===== config.mk =====
export PLATFORM = sky130hd
export DESIGN_NAME = alsu_cmd_sched
export DESIGN_NICKNAME = d
export VERILOG_FILES = /design/src/rtl/alsu_cmd_sched.sv
export SDC_FILE = /design/constraint.sdc
export NUM_CORES = 1
export LEC_CHECK = 0
export CAP_MARGIN = 5
export CORE_ASPECT_RATIO = 1.75
export CORE_UTILIZATION = 35
export DETAILED_ROUTE_END_ITERATION = 12
export PLACE_DENSITY = 0.73
export SLEW_MARGIN = 20
export SYNTH_ARGS = -nofsm -noshare
export SYNTH_HDL_FRONTEND = slang
export SYNTH_SLANG_ARGS = --single-unit

===== constraint.sdc =====
create_clock -name clk -period 1.75 [get_ports clk]
set_clock_uncertainty 0.2 [all_clocks]
set_input_delay 0.35 -clock clk [delete_from_list [all_inputs] [get_ports clk]]
set_output_delay 0.35 -clock clk [all_outputs]
set_load 0.01 [all_outputs]

===== src/rtl/alsu_cmd_sched.sv =====
// Two-port command scheduler for one ALSU; response 3 cycles after accept (3+count for shift/rotate).
// Grants only from IDLE, one command in flight; response is held until rsp_ready.
module alsu_cmd_sched #(
    parameter string ARB_MODE = "RR"
) (
    input  logic        clk,
    input  logic        rst,
    input  logic        req0_valid,
    output logic        req0_ready,
    input  logic [16:0] req0_cmd,
    input  logic        req1_valid,
    output logic        req1_ready,
    input  logic [16:0] req1_cmd,
    output logic        rsp_valid,
    input  logic        rsp_ready,
    output logic [5:0]  rsp_data,
    output logic        rsp_err,
    output logic        rsp_id,
    output logic        busy,
    output logic [2:0]  alsu_a,
    output logic [2:0]  alsu_b,
    output logic [2:0]  alsu_opcode,
    output logic        alsu_cin,
    output logic        alsu_serial_in,
    output logic        alsu_direction,
    output logic        alsu_red_op_a,
    output logic        alsu_red_op_b,
    output logic        alsu_bypass_a,
    output logic        alsu_bypass_b,
    input  logic [5:0]  alsu_out,
    input  logic [15:0] alsu_leds
);

    typedef struct packed {
        logic       red_b;
        logic       red_a;
        logic [2:0] count;
        logic       direction;
        logic       serial_in;
        logic       cin;
        logic [2:0] opcode;
        logic [2:0] b;
        logic [2:0] a;
    } cmd_t;

    localparam logic [2:0] S_IDLE = 3'd0;
    localparam logic [2:0] S_LOAD = 3'd1;
    localparam logic [2:0] S_EXEC = 3'd2;
    localparam logic [2:0] S_CAPT = 3'd3;
    localparam logic [2:0] S_RESP = 3'd4;

    localparam bit FIXED_PRIO = (ARB_MODE == "FIXED0");

    logic [2:0] state;
    logic [2:0] remaining;
    cmd_t       cmd_q;
    cmd_t       gnt_cmd;
    logic       cur_id;
    logic       last_grant;
    logic       gnt_vld;
    logic       gnt_id;

    function automatic logic is_shift(input logic [2:0] op);
        return op[2:1] == 2'b10;
    endfunction

    // Grant is held off while rst is high so ready reads 0 throughout reset.
    always_comb begin
        gnt_vld = (state == S_IDLE) && !rst && (req0_valid || req1_valid);
        if (req0_valid && req1_valid) begin
            gnt_id = FIXED_PRIO ? 1'b0 : ~last_grant;
        end else begin
            gnt_id = req1_valid;
        end
        gnt_cmd = gnt_id ? cmd_t'(req1_cmd) : cmd_t'(req0_cmd);
    end

    assign req0_ready = gnt_vld && !gnt_id;
    assign req1_ready = gnt_vld && gnt_id;
    assign rsp_valid  = (state == S_RESP);
    assign busy       = (state != S_IDLE);

    always_ff @(posedge clk or posedge rst) begin
        if (rst) begin
            state      <= S_IDLE;
            remaining  <= 3'd0;
            cmd_q      <= '0;
            cur_id     <= 1'b0;
            last_grant <= 1'b1;
            rsp_data   <= 6'd0;
            rsp_err    <= 1'b0;
            rsp_id     <= 1'b0;
        end else begin
            case (state)
                S_IDLE: begin
                    if (gnt_vld) begin
                        cmd_q      <= gnt_cmd;
                        cur_id     <= gnt_id;
                        last_grant <= gnt_id;
                        state      <= is_shift(gnt_cmd.opcode) ? S_LOAD : S_EXEC;
                    end
                end
                S_LOAD: begin
                    remaining <= cmd_q.count;
                    state     <= (cmd_q.count != 3'd0) ? S_EXEC : S_CAPT;
                end
                S_EXEC: begin
                    if (!is_shift(cmd_q.opcode) || (remaining == 3'd1)) begin
                        state <= S_CAPT;
                    end else begin
                        remaining <= remaining - 3'd1;
                    end
                end
                S_CAPT: begin
                    rsp_data <= alsu_out;
                    rsp_err  <= |alsu_leds;
                    rsp_id   <= cur_id;
                    state    <= S_RESP;
                end
                S_RESP: begin
                    if (rsp_ready) begin
                        state <= S_IDLE;
                    end
                end
                default: state <= S_IDLE;
            endcase
        end
    end

    // LOAD seeds the ALSU output register with A so shifts never see stale data.
    always_comb begin
        alsu_a         = 3'd0;
        alsu_b         = 3'd0;
        alsu_opcode    = 3'd0;
        alsu_cin       = 1'b0;
        alsu_serial_in = 1'b0;
        alsu_direction = 1'b0;
        alsu_red_op_a  = 1'b0;
        alsu_red_op_b  = 1'b0;
        alsu_bypass_a  = 1'b0;
        alsu_bypass_b  = 1'b0;
        case (state)
            S_LOAD: begin
                alsu_bypass_a = 1'b1;
                alsu_a        = cmd_q.a;
            end
            S_EXEC: begin
                alsu_a         = cmd_q.a;
                alsu_b         = cmd_q.b;
                alsu_opcode    = cmd_q.opcode;
                alsu_cin       = cmd_q.cin;
                alsu_serial_in = cmd_q.serial_in;
                alsu_direction = cmd_q.direction;
                alsu_red_op_a  = cmd_q.red_a;
                alsu_red_op_b  = cmd_q.red_b;
            end
            default: ;
        endcase
    end

endmodule

==> results of run 1 <==
==> metrics by stage <==
stage / power [W] / std cells
final: 0.00574 / 355
after global routing: 0.00606 / 355
after CTS: 0.00538 / 346
after detailed placement: 0.00401 / 323
after global placement: 0.00395 / 323
after floorplan: 0.00290 / 154
==> final timing paths <==
check / end / start / cells after the start
max: req1_ready / state[2] / 5
min: rsp_err / rst / 3
max reg2reg: cmd_q[10] / state[2] / 6
min reg2reg: rsp_err / rsp_err / 2
max in group asynchronous: last_grant / rst / 3
min in group clk: rsp_err / rsp_err / 2
==> placed cells by master (no fill, tap or decap), types with 2 or more instances in the layout <==
| cell type | n |
|---|---|
| sky130_fd_sc_hd__inv_2 | 2 |
| sky130_fd_sc_hd__buf_4 | 16 |
| sky130_fd_sc_hd__mux2i_1 | 8 |
| sky130_fd_sc_hd__clkdlybuf4s50_1 | 60 |
| sky130_fd_sc_hd__buf_6 | 32 |
| sky130_fd_sc_hd__dlymetal6s2s_1 | 8 |
| sky130_fd_sc_hd__buf_12 | 3 |
| sky130_fd_sc_hd__and2_4 | 10 |
| sky130_fd_sc_hd__mux2_1 | 8 |
| sky130_fd_sc_hd__dfrtp_1 | 30 |
| sky130_fd_sc_hd__nor4_1 | 5 |
| sky130_fd_sc_hd__clkbuf_8 | 6 |
| sky130_fd_sc_hd__buf_2 | 5 |
| sky130_fd_sc_hd__nor4b_2 | 2 |
| sky130_fd_sc_hd__mux2_2 | 14 |
| sky130_fd_sc_hd__nor2b_1 | 5 |
| sky130_fd_sc_hd__o21ai_0 | 3 |
| sky130_fd_sc_hd__nand2_1 | 2 |
| sky130_fd_sc_hd__nor3_2 | 2 |
| sky130_fd_sc_hd__nor2_4 | 2 |
| sky130_fd_sc_hd__ha_1 | 2 |
| sky130_fd_sc_hd__nand2b_1 | 2 |
| sky130_fd_sc_hd__inv_1 | 5 |
| sky130_fd_sc_hd__nand3b_1 | 2 |
| sky130_fd_sc_hd__dfrtp_2 | 2 |
| sky130_fd_sc_hd__clkbuf_16 | 3 |
| sky130_fd_sc_hd__mux2_4 | 19 |
==> timing repair <==
| item | CTS | global route |
|---|---|---|
| pin swaps | 9 | 6 |
| endpoints found under the setup margin | 41 | 48 |
| hold buffers | 0 | 0 |
| gates resized for setup | 125 | 33 |
| cloned | 1 | 3 |
| buffers inserted | 15 | 7 |
==> sequential cells by signal, indices dropped and copies added (netlist names) <==
name,flops
rsp_err,1
state,3
rsp_id,1
last_grant,1
cmd_q,17
rsp_data,6
cur_id,1
remaining,3
==> metal layers <==
metal / part of all wire (%) / global-route usage, %
met1: 37 / 20.5
met2: 56 / 32.9
met3: 3.5 / 3.98
met4: 3.2 / 7.88
met5: 0 / 0
==> layout make-up <==
| type | instances | area, um2 | share of cell area, % |
|---|---|---|---|
| timing repair buffer | 127 | 1340 | 37.8 |
| inverter | 8 | 32.5 | 0.917 |
| tap | 74 | 92.6 | 2.61 |
| sequential | 33 | 830 | 23.4 |
| multi-input combinational | 105 | 1140 | 32.0 |
| clock buffer | 7 | 86.3 | 2.43 |
| clock inverter | 1 | 30.0 | 0.846 |
==> critical path, stage by stage (launching register included) <==
cell and delay [ps]:
sky130_fd_sc_hd__dfrtp_2 450, sky130_fd_sc_hd__buf_6 130, sky130_fd_sc_hd__or3_4 370, sky130_fd_sc_hd__nor2_8 100
sky130_fd_sc_hd__and2_4 150, sky130_fd_sc_hd__buf_6 110
==> power breakdown <==
part / switching [W] / leakage [nW] / internal [W]
registers: 0.000296 / 0.386 / 0.00117
clock network: 0.000269 / 0.0585 / 0.000464
logic: 0.00130 / 1.21 / 0.00224
total: 0.00187 / 1.66 / 0.00387
==> cells by family after synthesis <==
kind of cell	share of synthesized area (%)
multiplexers	31.2
AND/OR/NAND/NOR	14.5
flip-flops	42.4
buffers and inverters	5.64
AO/OA/AOI/OAI	4.81
adder cells (fa/ha/maj)	1.28
other	0.192
==> insert_results.sql, run 1 <==
INSERT INTO impl_metrics (metric_group, metric, value, unit) VALUES
('final_layout', 'fillCellCount', '394', ''),
('placed_design', 'gp_routability_congestion', '0.781', ''),
('synthesis', 'synth-warning-count', '0', ''),
('timing', 'setup_total_negative_slack', '-10300', 'ps'),
('clock_network', 'cts-root-to-sink-buffers', '2', ''),
('global_routing', 'largest_net_degree_at_the_start_of_global_routing', '34', ''),
('global_routing', 'initial_antenna_violation_count', '0', ''),
('global_routing', 'grt.overflow.total', '0', ''),
('floorplan', 'die_x', '58.5', 'um'),
('placed_design', 'place.detailed.hpwl', '3.66', 'mm'),
('final_layout', 'synthToLayoutAreaGrowth', '81.8', '%'),
('clock_network', 'clk_transition_reported_paths', '60', 'ps'),
('clock_network', 'numCtsBuffers', '5', ''),
('synthesis', 'yosysSeqAreaShare', '42.4', '%'),
('timing', 'setup_violating_endpoint_count_in_the_final_report', '42', ''),
('synthesis', 'post_synthesis_area_per_instance', '12.7', 'um2'),
('timing', 'grt_setup_unrepaired', 'yes', ''),
('clock_network', 'cts_tree', 'done', ''),
('timing', 'timing.final.hold_violations', '0', ''),
('worst_setup_path', 'critPathKind', 'flip-flop to primary output', ''),
('worst_setup_path', 'path_max_fanout', '4', ''),
('floorplan', 'placementRows', '35', ''),
('placed_design', 'placed_area', '0.00297', 'mm2'),
('synthesis', 'ys_async_sr_fraction', '100', '%'),
('worst_setup_path', 'cp.arrival', '1590', 'ps'),
('floorplan', 'core', '0.00530', 'mm2'),
('global_routing', 'grt_pass1_vias', '1701', ''),
('final_layout', 'antenna-diode-count', '0', ''),
('drt', 'drt-wirelength-per-cell', '16.0', 'um'),
('worst_setup_path', 'worst_setup_path_end_kind', 'primary output', ''),
('synthesis', 'synth_top_area_cell', 'sky130_fd_sc_hd__dfrtp_1', ''),
('timing', 'final.period_utilization', '122', '%'),
('placed_design', 'preCtsSetupSlack', '-681', 'ps'),
('final_layout', 'final_core_util', '67.0', '%'),
('floorplan', 'initial_core_util', '36.8', '%'),
('synthesis', 'library_cell_with_the_highest_instance_count_after_synthesis', 'sky130_fd_sc_hd__dfrtp_1', ''),
('worst_setup_path', 'reg2reg_setup_slack', '-270', 'ps'),
('status', 'violations', 'negative setup slack', ''),
('timing', 'finalWorstSetupSlack', '-393', 'ps'),
('placed_design', 'portbufs', '87', ''),
('clock_network', 'cts_num_sinks', '33', ''),
('final_layout', 'postLayoutCellArea', '0.00355', 'mm2'),
('timing', 'max_freq', '467', 'MHz'),
('synthesis', 'netlist-cell-type-count', '40', ''),
('power_and_ir_drop', 'power.density_cell_area', '1620', 'mW/mm2'),
('synthesis', 'dominantRegCellSynth', 'sky130_fd_sc_hd__dfrtp_1', ''),
('synthesis', 'synthesis.area', '0.00195', 'mm2'),
('synthesis', 'netlist.area_leader.share', '41.0', '%'),
('drt', 'drc_errors', '0', ''),
('clock_network', 'clock-root-buffer', 'sky130_fd_sc_hd__clkbuf_8', ''),
('synthesis', 'syn-num-nets', '217', ''),
('job', 'maxCapViolCount', '0', ''),
('synthesis', 'synth.ff_latch_count', '33', ''),
('drt', 'drt-initial-drc-count', '34', ''),
('synthesis', 'netlist_top_cells_area', 'sky130_fd_sc_hd__dfrtp_1 (41%), sky130_fd_sc_hd__mux2_4 (14%), sky130_fd_sc_hd__mux2_2 (8.1%)', ''),
('synthesis', 'synthTopCellsByCount', 'sky130_fd_sc_hd__dfrtp_1 (32), sky130_fd_sc_hd__mux2_4 (18), sky130_fd_sc_hd__mux2_2 (14), sky130_fd_sc_hd__and2_1 (11), sky130_fd_sc_hd__mux2_1 (9)', ''),
('floorplan', 'num_io_pins', '89', ''),
('global_routing', 'grt_use_total', '18.4', '%'),
('drt', 'routed_wl', '5.67', 'mm'),
('power_and_ir_drop', 'vdd.ir_drop.worst', '0.861', 'mV'),
('synthesis', 'synthesis.instances', '154', ''),
('clock_network', 'clkLatencyLatePin', '280', 'ps'),
('floorplan', 'fp.dieH', '101', 'um'),
('hold_path', 'min-delay-path-class', 'input port to asynchronous set/reset pin', ''),
('worst_setup_path', 'crit_start_category', 'flip-flop', ''),
('timing', 'hold-worst-slack', '237', 'ps'),
('worst_setup_path', 'worst_ep_required_time', '1200', 'ps'),
('drt', 'route.vias.total', '1690', ''),
('drt', 'drt_pass1_iterations', '4', ''),
('floorplan', 'die_area', '0.00589', 'mm2'),
('timing', 'min_period', '2140', 'ps'),
('global_routing', 'grt_first_pass_wirelength', '8.13', 'mm'),
('drt', 'vias_per_cell', '4.76', ''),
('synthesis', 'synth_enable_flop_cells', '0', ''),
('status', 'outcome', 'complete, but fails checks', ''),
('final_layout', 'final_net_count', '343', ''),
('power_and_ir_drop', 'p_leak', '1.66', 'nW'),
('final_layout', 'drive_gt1_share', '47.0', '%'),
('clock_network', 'htree_num_levels', '2', ''),
('timing', 'finalMaxSlewViolations', '0', ''),
('drt', 'drt.antenna.violating_nets', '0', '');
(Power assumes the default switching activity.)
==> run 2: changes to the inputs <==
--- a/config.mk
+++ b/config.mk
@@ -8,6 +8,7 @@
 export CAP_MARGIN = 5
 export CORE_ASPECT_RATIO = 1.75
 export CORE_UTILIZATION = 35
+export CTS_BUF_LIST = sky130_fd_sc_hd__clkbuf_8
 export DETAILED_ROUTE_END_ITERATION = 12
 export PLACE_DENSITY = 0.73
 export SLEW_MARGIN = 20
==> run 2 against run 1 <==
Count of clock-buffer cells in the layout shrank 1. Sequential power is essentially flat. The run still ends with negative setup slack left. Final area is the same. Combinational power is essentially flat. Via count shrank 0.18%. Register-to-register slack is essentially flat. Fmax is essentially flat. Setup slack lost 1.3 ps.
==> insert_results.sql, run 2 (synthesized netlist as in run 1, its figures left out) <==
INSERT INTO impl_metrics (metric_group, metric, value, unit) VALUES
('drt', 'routed_wl', '5.68', 'mm'),
('final_layout', 'top_regs', 'cmd_q: 17 flops, rsp_data: 6 flops', ''),
('placed_design', 'place.detailed.hpwl', '3.66', 'mm'),
('clock_network', 'clk_transition_reported_paths', '60', 'ps'),
('clock_network', 'htree_num_levels', '2', ''),
('final_layout', 'largest_register_ffs', '17', ''),
('power_and_ir_drop', 'vdd.ir_drop.worst', '0.847', 'mV'),
('clock_network', 'cts_hold_repair.buffers', '0', ''),
('drt', 'drt.antenna.violating_nets', '0', ''),
('timing', 'grt_setup_unrepaired', 'yes', ''),
('power_and_ir_drop', 'p_leak', '1.66', 'nW'),
('timing', 'max_freq', '466', 'MHz'),
('drt', 'drc_errors', '0', ''),
('floorplan', 'num_io_pins', '89', ''),
('timing', 'finalWorstSetupSlack', '-394', 'ps'),
('final_layout', 'fillCellCount', '394', ''),
('clock_network', 'numCtsBuffers', '5', ''),
('hold_path', 'min-delay-path-class', 'input port to asynchronous set/reset pin', ''),
('drt', 'vias_per_cell', '4.75', ''),
('timing', 'finalMaxSlewViolations', '0', ''),
('status', 'outcome', 'complete, but fails checks', ''),
('drt', 'drt-wirelength-per-cell', '16.0', 'um'),
('timing', 'min_period', '2140', 'ps'),
('clock_network', 'cts-root-to-sink-buffers', '2', ''),
('worst_setup_path', 'worst_setup_path_end_kind', 'primary output', ''),
('global_routing', 'initial_antenna_violation_count', '0', ''),
('global_routing', 'grt.overflow.total', '0', ''),
('clock_network', 'cts_tree', 'done', ''),
('floorplan', 'initial_core_util', '36.8', '%'),
('floorplan', 'core', '0.00530', 'mm2'),
('worst_setup_path', 'critPathKind', 'flip-flop to primary output', ''),
('final_layout', 'regMostFlops', 'cmd_q', ''),
('clock_network', 'clock-root-buffer', 'sky130_fd_sc_hd__clkbuf_8', ''),
('final_layout', 'finalNonFillerCells', '355', ''),
('global_routing', 'grt_first_pass_wirelength', '8.13', 'mm'),
('placed_design', 'dpl.cell_count', '323', ''),
('worst_setup_path', 'setup.worst_path.start', 'state[2]', ''),
('final_layout', 'final_net_count', '343', ''),
('timing', 'timing.final.hold_violations', '0', ''),
('floorplan', 'die_area', '0.00589', 'mm2'),
('drt', 'drt_pass1_iterations', '4', ''),
('clock_network', 'clkLatencyLatePin', '280', 'ps'),
('final_layout', 'most_used_cells_in_the_layout_excluding_fill_and_tap_cells', 'sky130_fd_sc_hd__clkdlybuf4s50_1 (60), sky130_fd_sc_hd__buf_6 (32), sky130_fd_sc_hd__dfrtp_1 (30), sky130_fd_sc_hd__mux2_4 (19), sky130_fd_sc_hd__buf_4 (16)', ''),
('placed_design', 'portbufs', '87', ''),
('status', 'violations', 'negative setup slack', ''),
('power_and_ir_drop', 'total_power', '0.00573', 'W'),
('worst_setup_path', 'critical_path.reg2reg.startpoint', 'state[2]', ''),
('placed_design', 'placed_area', '0.00297', 'mm2'),
('floorplan', 'placementRows', '35', ''),
('timing', 'setup_violating_endpoint_count_in_the_final_report', '42', ''),
('floorplan', 'die_x', '58.5', 'um'),
('global_routing', 'grt_use_total', '18.4', '%'),
('placed_design', 'preCtsSetupSlack', '-681', 'ps'),
('power_and_ir_drop', 'power.density_cell_area', '1620', 'mW/mm2'),
('worst_setup_path', 'path_max_fanout', '4', ''),
('global_routing', 'largest_net_degree_at_the_start_of_global_routing', '34', ''),
('worst_setup_path', 'worst_ep_required_time', '1200', 'ps'),
('timing', 'final.period_utilization', '123', '%'),
('final_layout', 'postLayoutCellArea', '0.00355', 'mm2'),
('final_layout', 'drive_gt1_share', '47.0', '%'),
('clock_network', 'cts_num_sinks', '33', ''),
('final_layout', 'antenna-diode-count', '0', ''),
('placed_design', 'gp_routability_congestion', '0.781', ''),
('timing', 'setup_total_negative_slack', '-10320', 'ps'),
('drt', 'route.vias.total', '1687', ''),
('worst_setup_path', 'crit_start_category', 'flip-flop', ''),
('drt', 'drt-initial-drc-count', '32', ''),
('final_layout', 'layout_commonest_cell', 'sky130_fd_sc_hd__clkdlybuf4s50_1', ''),
('floorplan', 'fp.dieH', '101', 'um'),
('job', 'maxCapViolCount', '0', ''),
('final_layout', 'synthToLayoutAreaGrowth', '81.8', '%'),
('global_routing', 'grt_pass1_vias', '1703', ''),
('worst_setup_path', 'cp.arrival', '1590', 'ps');
[run 2: layer usage]
layer  track usage [%]  part of all wire (%)  up-vias
li1                  -                     -      802
met1              20.5                    37      822
met2              32.9                    56       47
met3              3.98                   3.5       16
met4              7.88                   3.2        0
met5                 0                     0        -
[run 2: critical path, cell delays in order, from the launching register on]
cell and delay (ps):
sky130_fd_sc_hd__dfrtp_2 450, sky130_fd_sc_hd__buf_6 130, sky130_fd_sc_hd__or3_4 370, sky130_fd_sc_hd__nor2_8 100
sky130_fd_sc_hd__and2_4 150, sky130_fd_sc_hd__buf_6 110
[run 2: final timing paths]
check	depth (start not counted)	end	slack, ps
max	5	req1_ready	-390
min	3	rsp_err	240
max reg2reg	6	cmd_q[10]	-260
min reg2reg	2	rsp_err	280
max in group asynchronous	3	last_grant	880
min in group clk	2	rsp_err	280
[run 2: final cells by class]
type | count | area (um2) | share of cell area, %
inverter | 8 | 32.5 | 0.917
sequential | 33 | 830 | 23.4
clock buffer | 6 | 82.6 | 2.33
timing repair buffer | 127 | 1340 | 37.8
clock inverter | 2 | 33.8 | 0.952
multi-input combinational | 105 | 1140 | 32.0
tap | 74 | 92.6 | 2.61
[run 2: metrics by stage]
stage | hold slack [ps] | util, %
3_5_place_dp | 272 | 56.1
6_report | 236 | 67.0
2_1_floorplan | 257 | -
3_3_place_gp | 263 | 56.1
4_1_cts | 238 | 62.1
5_1_grt | 287 | 67.0
[run 2: where the power goes]
part | internal, W | switching (W)
logic | 0.00224 | 0.00130
registers | 0.00117 | 0.000295
clock network | 0.000458 | 0.000271
total | 0.00386 | 0.00187
[run 2: repair_timing]
item | 4_1_cts | 5_1_grt
pin swaps | 9 | 6
cloned | 1 | 3
setup buffers | 15 | 7
gates resized for setup | 125 | 33
endpoints found under the setup margin | 41 | 48
==> run 3: changes to the inputs <==
--- a/config.mk
+++ b/config.mk
@@ -10,7 +10,7 @@
 export CORE_UTILIZATION = 35
 export CTS_BUF_LIST = sky130_fd_sc_hd__clkbuf_8
 export DETAILED_ROUTE_END_ITERATION = 12
-export PLACE_DENSITY = 0.73
+export PLACE_DENSITY = 0.75
 export SLEW_MARGIN = 20
 export SYNTH_ARGS = -nofsm -noshare
 export SYNTH_HDL_FRONTEND = slang
==> constraint.sdc (replaced) <==
create_clock -name clk -period 1.75 [get_ports clk]
set_clock_uncertainty 0.2 [all_clocks]
set_input_delay 0.35 -clock clk [delete_from_list [all_inputs] [get_ports clk]]
set_output_delay 0.35 -clock clk [all_outputs]
set_load 0.1 [all_outputs]
==> run 3 against run 2 <==
The flow still finishes with violations (negative setup slack). Setup slack worse by 8.8 ps. Die area unchanged. Critical path depth fell by 1. First-iteration DRC count down 50%. Fmax down 0.41%. Sequential cell count stayed put. Utilization rose by 2.8 points. Non-clock buffer count is 6 lower. Cell count is 1.7% lower. Via count decreased by 1.4%. Sequential share of layout area decreased by 0.98 points. Largest cell class unchanged.
==> insert_results.sql, run 3 (synthesized netlist as in run 1, its figures left out) <==
INSERT INTO impl_metrics (metric_group, metric, value, unit) VALUES
('final_layout', 'top_regs', 'cmd_q: 17 flops, rsp_data: 6 flops', ''),
('worst_setup_path', 'critPathKind', 'flip-flop to primary output', ''),
('timing', 'finalWorstSetupSlack', '-403', 'ps'),
('hold_path', 'min-delay-path-class', 'input port to asynchronous set/reset pin', ''),
('final_layout', 'largest_register_ffs', '17', ''),
('placed_design', 'preCtsSetupSlack', '-445', 'ps'),
('global_routing', 'largest_net_degree_at_the_start_of_global_routing', '24', ''),
('final_layout', 'multi_input_area', '0.00116', 'mm2'),
('floorplan', 'num_io_pins', '89', ''),
('timing', 'max_freq', '464', 'MHz'),
('worst_setup_path', 'worst_ep_required_time', '1200', 'ps'),
('final_layout', 'antenna-diode-count', '0', ''),
('worst_setup_path', 'cp.arrival', '1600', 'ps'),
('global_routing', 'grt_first_pass_wirelength', '8.45', 'mm'),
('global_routing', 'grt_pass1_vias', '1810', ''),
('placed_design', 'portbufs', '87', ''),
('floorplan', 'placementRows', '35', ''),
('clock_network', 'clk_transition_reported_paths', '70', 'ps'),
('clock_network', 'cts_tree', 'done', ''),
('clock_network', 'numCtsBuffers', '5', ''),
('timing', 'setup_total_negative_slack', '-9340', 'ps'),
('timing', 'min_period', '2150', 'ps'),
('worst_setup_path', 'critPathSlowestCell', 'sky130_fd_sc_hd__dfrtp_2', ''),
('drt', 'drc_errors', '0', ''),
('worst_setup_path', 'path_max_fanout', '5', ''),
('final_layout', 'final_core_util', '69.8', '%'),
('final_layout', 'final_net_count', '337', ''),
('global_routing', 'grt.overflow.total', '0', ''),
('final_layout', 'regMostFlops', 'cmd_q', ''),
('worst_setup_path', 'crit_start_category', 'flip-flop', ''),
('floorplan', 'die_area', '0.00589', 'mm2'),
('floorplan', 'fp.dieH', '101', 'um'),
('drt', 'drt-initial-drc-count', '16', ''),
('final_layout', 'layout.area.seq', '828', 'um2'),
('drt', 'vias_per_cell', '4.77', ''),
('drt', 'drt.antenna.violating_nets', '0', ''),
('drt', 'routed_wl', '5.32', 'mm'),
('clock_network', 'clkLatencyLatePin', '280', 'ps'),
('global_routing', 'grt_use_total', '19.3', '%'),
('final_layout', 'most_used_cells_in_the_layout_excluding_fill_and_tap_cells', 'sky130_fd_sc_hd__clkdlybuf4s50_1 (58), sky130_fd_sc_hd__dfrtp_1 (31), sky130_fd_sc_hd__buf_12 (29), sky130_fd_sc_hd__mux2_4 (20), sky130_fd_sc_hd__buf_4 (18)', ''),
('floorplan', 'die_x', '58.5', 'um'),
('final_layout', 'synthToLayoutAreaGrowth', '89.4', '%'),
('worst_setup_path', 'crit_family', 'simple AND/OR/NAND/NOR gates', ''),
('clock_network', 'cts_hold_repair.buffers', '0', ''),
('final_layout', 'fillCellCount', '383', ''),
('worst_setup_path', 'timing.critical_path.cells', 'or3_4 -> nor2_8 -> and2_4 -> buf_12', ''),
('clock_network', 'cts_num_sinks', '33', ''),
('timing', 'finalMaxSlewViolations', '0', ''),
('worst_setup_path', 'critical_path_buf_inv_count', '1', ''),
('timing', 'setup_violating_endpoint_count_in_the_final_report', '41', ''),
('status', 'violations', 'negative setup slack', ''),
('drt', 'route.vias.total', '1664', ''),
('worst_setup_path', 'critical_path.reg2reg.startpoint', 'state[0]', ''),
('final_layout', 'drive_gt1_share', '49.8', '%'),
('placed_design', 'place.detailed.hpwl', '3.93', 'mm'),
('drt', 'drt_pass1_iterations', '4', ''),
('worst_setup_path', 'slowest_delay', '450', 'ps'),
('status', 'outcome', 'complete, but fails checks', ''),
('floorplan', 'core', '0.00530', 'mm2'),
('worst_setup_path', 'worst_setup_path_end_kind', 'primary output', ''),
('timing', 'final.period_utilization', '123', '%'),
('clock_network', 'clock-root-buffer', 'sky130_fd_sc_hd__clkbuf_8', ''),
('job', 'maxCapViolCount', '0', ''),
('final_layout', 'layout_commonest_cell', 'sky130_fd_sc_hd__clkdlybuf4s50_1', ''),
('timing', 'grt_setup_unrepaired', 'yes', ''),
('global_routing', 'initial_antenna_violation_count', '0', ''),
('drt', 'drt-wirelength-per-cell', '15.2', 'um'),
('floorplan', 'initial_core_util', '36.8', '%'),
('worst_setup_path', 'setup.worst_path.start', 'state[0]', ''),
('placed_design', 'gp_routability_congestion', '0.762', ''),
('clock_network', 'htree_num_levels', '2', ''),
('timing', 'timing.final.hold_violations', '0', ''),
('clock_network', 'cts-root-to-sink-buffers', '2', '');
run 3: layout make-up:
| class | instances | share of cell area (%) |
|---|---|---|
| flip-flops and latches | 33 | 22.4 |
| inverters | 8 | 1.15 |
| well taps | 74 | 2.50 |
| clock inverters | 3 | 0.372 |
| repair buffers | 121 | 40.4 |
| multi-input cells | 105 | 31.3 |
| clock buffers | 5 | 1.86 |
run 3: tightest hold or removal path, cell delays in order:
cell and delay, ps:
sky130_fd_sc_hd__clkdlybuf4s50_1 430, sky130_fd_sc_hd__inv_1 90, sky130_fd_sc_hd__buf_4 190
run 3: repair_timing:
item / in CTS / in global routing
resized for setup: 27 / 15
gates cloned: 2 / 0
pin swaps: 8 / 6
setup endpoints to repair: 41 / 43
setup buffers: 11 / 2
run 3: final timing paths:
path / endpoint / slack, ps / cells past startpoint
worst max-delay path: req1_ready / -400 / 4
worst min-delay path: cmd_q[8] / 230 / 3
worst max register to register: remaining[0] / -230 / 6
worst min register to register: cmd_q[4] / 320 / 1
max in group asynchronous: last_grant / 770 / 3
min in group clk: cmd_q[4] / 320 / 1
run 3: through the flow:
step	hold slack (ps)	cells	area, um2
5_1_grt	276	349	3700
3_5_place_dp	300	330	3370
4_1_cts	207	350	3680
3_3_place_gp	292	330	3370
6_report	232	349	3700
2_1_floorplan	260	154	2030
run 3: routing by layer:
metal	share of wire, %	up-vias	global-route usage, %
li1	-	783	-
met5	0	-	0
met3	3.4	11	3.08
met1	35	810	19.1
met2	59	60	37.9
met4	2.9	0	7.88
Power of run 3 is left out: the tool's default activity adds up to more than one toggle a clock period on the data nets, which glitch-free logic cannot reach.
